### src/rtl/axi_lite_pkg.sv
// Shared AXI4-Lite definitions: response codes and the command-master FSM states.
// Pure declarations, no logic and no latency.
// Used by the command master and by the AXI4-Lite memory slave.
package axi_lite_pkg;

  localparam logic [1:0] RESP_OKAY   = 2'b00;
  localparam logic [1:0] RESP_EXOKAY = 2'b01;
  localparam logic [1:0] RESP_SLVERR = 2'b10;
  localparam logic [1:0] RESP_DECERR = 2'b11;

  typedef enum logic [2:0] {
    IDLE    = 3'd0,
    WR_REQ  = 3'd1,
    WR_RESP = 3'd2,
    RD_REQ  = 3'd3,
    RD_RESP = 3'd4,
    RSP     = 3'd5
  } state_t;

endpackage

### src/rtl/axi_lite_cmd_master.sv
// Single-outstanding AXI4-Lite master: one cmd in, one AXI write/read out, one rsp back.
// Latency: AXI VALID one cycle after cmd accept; rsp_valid one cycle after the B/R handshake.
// Backpressure: cmd_ready only in IDLE; rsp payload held until rsp_ready; AXI VALIDs held until READY.
module axi_lite_cmd_master
  import axi_lite_pkg::*;
#(
  parameter int ADDR_W = 32,
  parameter int DATA_W = 32,
  parameter int CNT_W  = 16
) (
  input  logic                clk,
  input  logic                arst_n,
  // command stream
  input  logic                cmd_valid,
  output logic                cmd_ready,
  input  logic                cmd_write,
  input  logic [ADDR_W-1:0]   cmd_addr,
  input  logic [DATA_W-1:0]   cmd_wdata,
  input  logic [DATA_W/8-1:0] cmd_wstrb,
  // response stream
  output logic                rsp_valid,
  input  logic                rsp_ready,
  output logic                rsp_write,
  output logic [DATA_W-1:0]   rsp_rdata,
  output logic [1:0]          rsp_resp,
  // AXI4-Lite write address
  output logic [ADDR_W-1:0]   M_AXI_AWADDR,
  output logic                M_AXI_AWVALID,
  input  logic                M_AXI_AWREADY,
  // AXI4-Lite write data
  output logic [DATA_W-1:0]   M_AXI_WDATA,
  output logic [DATA_W/8-1:0] M_AXI_WSTRB,
  output logic                M_AXI_WVALID,
  input  logic                M_AXI_WREADY,
  // AXI4-Lite write response
  input  logic [1:0]          M_AXI_BRESP,
  input  logic                M_AXI_BVALID,
  output logic                M_AXI_BREADY,
  // AXI4-Lite read address
  output logic [ADDR_W-1:0]   M_AXI_ARADDR,
  output logic                M_AXI_ARVALID,
  input  logic                M_AXI_ARREADY,
  // AXI4-Lite read data
  input  logic [DATA_W-1:0]   M_AXI_RDATA,
  input  logic [1:0]          M_AXI_RRESP,
  input  logic                M_AXI_RVALID,
  output logic                M_AXI_RREADY,
  // status
  output logic [CNT_W-1:0]    txn_count,
  output logic [CNT_W-1:0]    err_count
);

  state_t                r_state;
  state_t                w_next;
  logic [ADDR_W-1:0]     r_addr;
  logic [DATA_W-1:0]     r_wdata;
  logic [DATA_W/8-1:0]   r_wstrb;
  logic                  r_write;
  logic [DATA_W-1:0]     r_rdata;
  logic [1:0]            r_resp;
  logic                  r_aw_done;
  logic                  r_w_done;
  logic [CNT_W-1:0]      r_txn;
  logic [CNT_W-1:0]      r_err;

  // Handshakes derived from state/flags directly so the FSM block never reads its own outputs.
  logic w_cmd_hs;
  logic w_aw_hs;
  logic w_w_hs;
  logic w_b_hs;
  logic w_ar_hs;
  logic w_r_hs;
  logic w_rsp_hs;

  assign w_cmd_hs = (r_state == IDLE) && arst_n && cmd_valid;
  assign w_aw_hs  = (r_state == WR_REQ) && !r_aw_done && M_AXI_AWREADY;
  assign w_w_hs   = (r_state == WR_REQ) && !r_w_done && M_AXI_WREADY;
  assign w_b_hs   = (r_state == WR_RESP) && M_AXI_BVALID;
  assign w_ar_hs  = (r_state == RD_REQ) && M_AXI_ARREADY;
  assign w_r_hs   = (r_state == RD_RESP) && M_AXI_RVALID;
  assign w_rsp_hs = (r_state == RSP) && rsp_ready;

  // Payload outputs come straight from the latched command, so they cannot move mid-handshake.
  assign M_AXI_AWADDR = r_addr;
  assign M_AXI_ARADDR = r_addr;
  assign M_AXI_WDATA  = r_wdata;
  assign M_AXI_WSTRB  = r_wstrb;
  assign rsp_write    = r_write;
  assign rsp_rdata    = r_rdata;
  assign rsp_resp     = r_resp;
  assign txn_count    = r_txn;
  assign err_count    = r_err;

  // State register; reset returns to IDLE and discards any in-flight transaction.
  always_ff @(posedge clk or negedge arst_n) begin
    if (!arst_n) begin
      r_state <= IDLE;
    end else begin
      r_state <= w_next;
    end
  end

  // Next-state and handshake outputs; cmd_ready is gated by reset so it reads 0 while held in reset.
  always_comb begin
    w_next        = r_state;
    cmd_ready     = 1'b0;
    rsp_valid     = 1'b0;
    M_AXI_AWVALID = 1'b0;
    M_AXI_WVALID  = 1'b0;
    M_AXI_BREADY  = 1'b0;
    M_AXI_ARVALID = 1'b0;
    M_AXI_RREADY  = 1'b0;
    case (r_state)
      IDLE: begin
        cmd_ready = arst_n;
        if (cmd_valid && arst_n) begin
          w_next = cmd_write ? WR_REQ : RD_REQ;
        end
      end
      WR_REQ: begin
        M_AXI_AWVALID = !r_aw_done;
        M_AXI_WVALID  = !r_w_done;
        // A channel is finished if already done or its READY is up while VALID is shown.
        if ((r_aw_done || M_AXI_AWREADY) && (r_w_done || M_AXI_WREADY)) begin
          w_next = WR_RESP;
        end
      end
      WR_RESP: begin
        M_AXI_BREADY = 1'b1;
        if (M_AXI_BVALID) begin
          w_next = RSP;
        end
      end
      RD_REQ: begin
        M_AXI_ARVALID = 1'b1;
        if (M_AXI_ARREADY) begin
          w_next = RD_RESP;
        end
      end
      RD_RESP: begin
        M_AXI_RREADY = 1'b1;
        if (M_AXI_RVALID) begin
          w_next = RSP;
        end
      end
      RSP: begin
        rsp_valid = 1'b1;
        if (rsp_ready) begin
          w_next = IDLE;
        end
      end
      default: w_next = IDLE;
    endcase
  end

  // Datapath: latch command, track AW/W completion, capture the response, count completions.
  always_ff @(posedge clk or negedge arst_n) begin
    if (!arst_n) begin
      r_addr    <= '0;
      r_wdata   <= '0;
      r_wstrb   <= '0;
      r_write   <= 1'b0;
      r_rdata   <= '0;
      r_resp    <= RESP_OKAY;
      r_aw_done <= 1'b0;
      r_w_done  <= 1'b0;
      r_txn     <= '0;
      r_err     <= '0;
    end else begin
      if (w_cmd_hs) begin
        r_addr    <= cmd_addr;
        r_wdata   <= cmd_wdata;
        r_wstrb   <= cmd_wstrb;
        r_write   <= cmd_write;
        r_aw_done <= 1'b0;
        r_w_done  <= 1'b0;
      end
      if (w_aw_hs) begin
        r_aw_done <= 1'b1;
      end
      if (w_w_hs) begin
        r_w_done <= 1'b1;
      end
      if (w_b_hs) begin
        r_resp  <= M_AXI_BRESP;
        r_rdata <= '0;
      end
      if (w_r_hs) begin
        r_resp  <= M_AXI_RRESP;
        r_rdata <= M_AXI_RDATA;
      end
      if (w_rsp_hs) begin
        r_txn <= r_txn + CNT_W'(1);
        if (r_resp != RESP_OKAY) begin
          r_err <= r_err + CNT_W'(1);
        end
      end
    end
  end

  // Write handshakes and read handshakes are mutually exclusive by state.
  logic w_unused;
  assign w_unused = w_ar_hs;

endmodule

### config.mk
export PLATFORM = sky130hd
export DESIGN_NAME = axi_lite_cmd_master
export DESIGN_NICKNAME = d
export VERILOG_FILES = /design/src/rtl/axi_lite_pkg.sv /design/src/rtl/axi_lite_cmd_master.sv
export SDC_FILE = /design/constraint.sdc
export NUM_CORES = 1
export LEC_CHECK = 0
export BUFFER_PORTS_ARGS = -buffer_cell sky130_fd_sc_hd__buf_2
export CAP_MARGIN = 20
export CELL_PAD_IN_SITES_DETAIL_PLACEMENT = 0
export CELL_PAD_IN_SITES_GLOBAL_PLACEMENT = 2
export CORE_ASPECT_RATIO = 0.5
export CORE_MARGIN = 2
export CORE_UTILIZATION = 29
export CTS_CLUSTER_SIZE = 8
export DETAILED_ROUTE_END_ITERATION = 12
export HOLD_SLACK_MARGIN = 0.06
export PLACE_DENSITY = 0.86
export REMOVE_ABC_BUFFERS = 1
export SYNTH_ARGS = -nofsm -noshare
export SYNTH_HDL_FRONTEND = slang
export SYNTH_SLANG_ARGS = --single-unit
### constraint.sdc
create_clock -name clk -period 1.97 [get_ports clk]
set_clock_uncertainty 0.1 [all_clocks]
set_input_delay 0.394 -clock clk [delete_from_list [all_inputs] [get_ports clk]]
set_output_delay 0.394 -clock clk [all_outputs]
set_load 0.01 [all_outputs]
# After elaboration in Yosys (flattened, before gate mapping)
# Cells that the tools add are included.
# totals
register_bits	140
input_bits	114
output_inout_bits	174
elab_cells	68
# op_classes
addsub	2
n_eq_ne	11
mux	22
n_reduce_logical	22
# op_table
op	count
$mux 32	2
$add 16x1->16 const B	2
$mux 3	6
$pmux 3 s6	1
$logic_and 1x1->1	11
$mux 1	10
$ne 2x2->1 const B	4
$reduce_bool 2->1	4
$eq 3x2->1 const B	2
$eq 3x3->1 const B	2
$mux 2	3
$reduce_and 6->1	1
$ne 2x1->1 const B	2
$eq 3x1->1 const B	1
$logic_not 3->1	1
$logic_not 1->1	2
$logic_or 1x1->1	2
$reduce_and 2->1	1

# Depth between registers and ports, before layout
# logic_depth
ltp_word	5
ltp_mapped	6
mapped_depth_nobuf	5

# Worst setup path before layout
# Ideal clock, no wire load.
# synth_path
path_kind	register -> register
startpoint	reg r_state[0]
endpoint	reg r_addr[0], in the netlist M_AXI_ARADDR[0]
setup_time_ps	125
arrival_ps	1463
required_ps	1745
setup_slack_ps	282
stages_incl_launch_ff	6
path_cell_list	dfrtp_1 -> buf_6 -> nor4b_4 -> nand2_4 -> buf_6 -> mux2_2
# synth_via
elab_chain_cells	3
# synth_lines
item	line	rtl
start, declared	axi_lite_cmd_master.sv:53	state_t r_state;
start signal, assigned	axi_lite_cmd_master.sv:99	r_state <= w_next;
$logic_not 3->1	axi_lite_cmd_master.sv:75	assign w_cmd_hs = (r_state == IDLE) && arst_n && cmd_valid;
$logic_and 1x1->1 (2 in a row)	axi_lite_cmd_master.sv:75	
end signal, assigned	axi_lite_cmd_master.sv:171	r_addr <= cmd_addr;
end, declared	axi_lite_cmd_master.sv:55	logic [ADDR_W-1:0] r_addr;
# No other way between the ends.
# A chain may end at the register's enable or synchronous reset.

# Worst setup path in the final report
# layout_path
startpoint	reg r_state[2]
endpoint	out M_AXI_ARVALID
# layout_via
elab_chain_cells	2
# layout_lines
item	line	rtl
$eq 3x2->1	axi_lite_cmd_master.sv:113	case (r_state)
$mux 1	axi_lite_cmd_master.sv:113	
end, declared	axi_lite_cmd_master.sv:41	output logic M_AXI_ARVALID,
# No other way between the ends.

==> results.json <==
{
  "netlist_instances": 428,
  "cpPeakStageDelay_ns": 0.49,
  "clkSinkCount": 140,
  "cp_max_fo": 8,
  "r2r-end": "err_count[10]",
  "critPathSlowestCell": "dfrtp_2",
  "p_sw_uw": 4450,
  "dp_hpwl_um": 12100,
  "synth_seq_cells": 140,
  "hold_depth": 3,
  "start_kind": "flip-flop",
  "pwr-share-comb_pct": 37.2,
  "p_seq_share_pct": 37.8,
  "synthDominantCellAreaShare_pct": 59.5,
  "io_buffers": 287,
  "dieWidth_um": 206,
  "cp-end-kind": "primary output",
  "ys_types": 42,
  "first_iter_violations": 275,
  "cts_buffers": 17,
  "maxCapViolCount": 0,
  "yosys-top-cells-count": "dfrtp_1, mux2_2, a22o_1, buf_4, xnor2_1",
  "via_per_inst": 4.46,
  "yosysTopAreaCell": "dfrtp_1",
  "ant_nets": 0,
  "cts_tree": "yes",
  "worstHoldEndpoint": "rsp_resp[1]",
  "ff2ff_setup_slack_ns": 0.10,
  "yosysSeqAreaShare_pct": 59.5,
  "netlist_top_cells_area": "dfrtp_1, mux2_2, a22o_1",
  "hold_slack_ns": 0.0811,
  "num_vias": 4405,
  "fin_cells": 988,
  "p_per_area_nw_per_um2": 1580,
  "rsz0062_at_grt": "true",
  "gp_congestion": 0.802,
  "place_ws_ns": 0.155,
  "crit_family": "flip-flops",
  "p_clk_share_pct": 25.0,
  "period_share_pct": 99.4,
  "synth_ff_type": "dfrtp_1",
  "row_count": 36,
  "drc": 0,
  "crit_type": "flip-flop to primary output",
  "wire_per_inst_um": 16.8,
  "areaGrowthSynthToFinish_pct": 38.3,
  "fmax_mhz": 510,
  "synth_area_per_cell_sq_um": 13.8,
  "utilization_pct": 41.4,
  "reg2reg_depth": 6,
  "grt_antenna_before_repair": 3,
  "peakVddDrop_mv": 0.561,
  "status": "completed",
  "grt_max_degree": 120,
  "place_inst": 940,
  "hp-start": "M_AXI_RRESP[1]",
  "coreArea_sq_um": 19700,
  "syn_area_sq_um": 5890,
  "fillers": 1888,
  "die-area_sq_um": 21500,
  "drt_wl_total_um": 16600,
  "tightestPinTransition_ns": 0.648,
  "chipHeight_um": 105,
  "fin_tns_setup_ns": 0,
  "grt_pass1_vias": 4421,
  "grt_pass1_wl_um": 25300,
  "yosys_warnings": 0,
  "grt_use_total_pct": 15.4,
  "slew_headroom_pct": 56.8,
  "clkTransAtPathRegs_ns": 0.06,
  "p_leak_uw": 0.00422,
  "synth_most_common_cell": "dfrtp_1",
  "setup_viol": 0,
  "synth_edf_count": 0,
  "cts_buffer_depth": 2,
  "critPathBufInv": 1,
  "hold_class": "input pin to flip-flop",
  "synthArstFlopShare_pct": 100,
  "clock_latency_ns": 0.41,
  "cts.htree.levels": 4,
  "layout-drive-gt1-share_pct": 58.8,
  "initial_core_util_pct": 29.9,
  "clock-root-buffer": "clkbuf_16",
  "path_cells": "and2b_2 -> and2_4 -> buf_2",
  "r2r-start": "r_state[1]",
  "swShare_pct": 34.6,
  "finalHoldViolCount": 0,
  "slew_viol_final": 0,
  "gr-total-overflow": 0,
  "p_int_uw": 8400,
  "first_pass_iters": 4,
  "arrival_ns": 1.47,
  "cp.required_ns": 1.48,
  "final.setup.worst_slack_ns": 0.0110,
  "final_nets": 823,
  "period_needed_ns": 1.96,
  "ios": 288
}
==> stage by stage <==
step | instance area, sq um | power (uW)
final | 8150 | 12900
after detailed placement | 7400 | 9490
after global routing | 8140 | 13600
after floorplan | 5510 | 7160
after global placement | 7400 | 9380
after CTS | 8040 | 12800
==> power groups by stage <==
stage               registers, uW  clock network, uW  logic (uW)
detailed placement           4880                  0        4610
finish                       4860               3210        4780
global route                 5010               3430        5150
CTS                          4840               3280        4710
floorplan                    5560                  0        1610
global placement             4830                  0        4550
==> worst reg2reg max path, stage by stage (launching register included) <==
cell	delay (ns)
dfrtp_1	0.40
buf_6	0.13
buf_6	0.11
nand4b_4	0.28
nor4b_4	0.44
nand3_1	0.15
xnor2_1	0.14
==> layer usage <==
metal / part of all wire [%] / vias to the layer above / track usage [%]
li1: - / 2041 / -
met5: 0.072 / - / 0
met2: 54 / 79 / 26.5
met3: 3.6 / 24 / 4.21
met4: 1.8 / 2 / 5.45
met1: 41 / 2259 / 18.3
==> what timing repair did <==
action	in CTS	in global routing
setup buffers	4	9
endpoints found under the hold margin	21	0
pin swaps	0	3
setup endpoints to repair	6	9
resized for setup	5	7
hold buffers	1	0
==> registers in the layout, summed over array words and instances, names as in the netlist, 2 cells and up <==
signal        cells
M_AXI_ARADDR     32
M_AXI_WDATA      32
rsp_rdata        32
err_count        16
txn_count        16
M_AXI_WSTRB       4
r_state           3
rsp_resp          2
==> logic make-up (layout without fill, tap and decap cells) <==
family,Yosys count,in the layout,synth area share (%)
other,0,2,0
muxes,72,72,13.7
and+or+nand+nor,81,81,8.69
adders and majority gates,2,2,0.425
DFF,140,140,59.5
AOI/OAI and AO/OA,49,49,6.61
buffers and inverters,54,346,6.65
xor gates and xnor gates,30,30,4.46
==> cell type report <==
cell class | instances | area (sq um) | share of cell area, %
Tap cell | 266 | 333 | 4.09
Antenna cell | 2 | 5.00 | 0.0614
Sequential cell | 140 | 3510 | 43.0
Clock buffer | 21 | 470 | 5.77
Multi-Input combinational cell | 234 | 2010 | 24.7
Inverter | 4 | 17.5 | 0.215
Clock inverter | 11 | 118 | 1.44
Timing Repair Buffer | 310 | 1690 | 20.7
==> how the worst max path moves through the flow <==
| stage | start | to | slack, ns | depth (start not counted) |
|---|---|---|---|---|
| after floorplan | r_state[2] | rsp_resp[0] | -0.26 | 3 |
| after global placement | r_state[2] | err_count[12] | 0.19 | 4 |
| after detailed placement | r_state[2] | txn_count[11] | 0.16 | 4 |
| after CTS | r_state[1] | M_AXI_ARVALID | -0.05 | 4 |
| after global routing | r_state[1] | M_AXI_ARVALID | -0.05 | 4 |
| final | r_state[2] | M_AXI_ARVALID | 0.01 | 3 |
==> cells in the final DEF, fill, tap and decap left out, types with 3 or more instances in the layout <==
cell         n
buf_12       4
and3_1       3
nand4_1      8
dfrtp_1    138
a22o_1      33
xor2_1       6
mux2i_1      3
mux2_2      69
inv_1        3
o21ai_0      6
nand2_1     23
clkbuf_8     3
clkinv_2     5
buf_6        4
buf_4       14
xnor2_1     24
nor2_1      12
clkbuf_16   17
buf_2      286
a21oi_1      3
nand3_1     12
(Power assumes the default switching activity.)
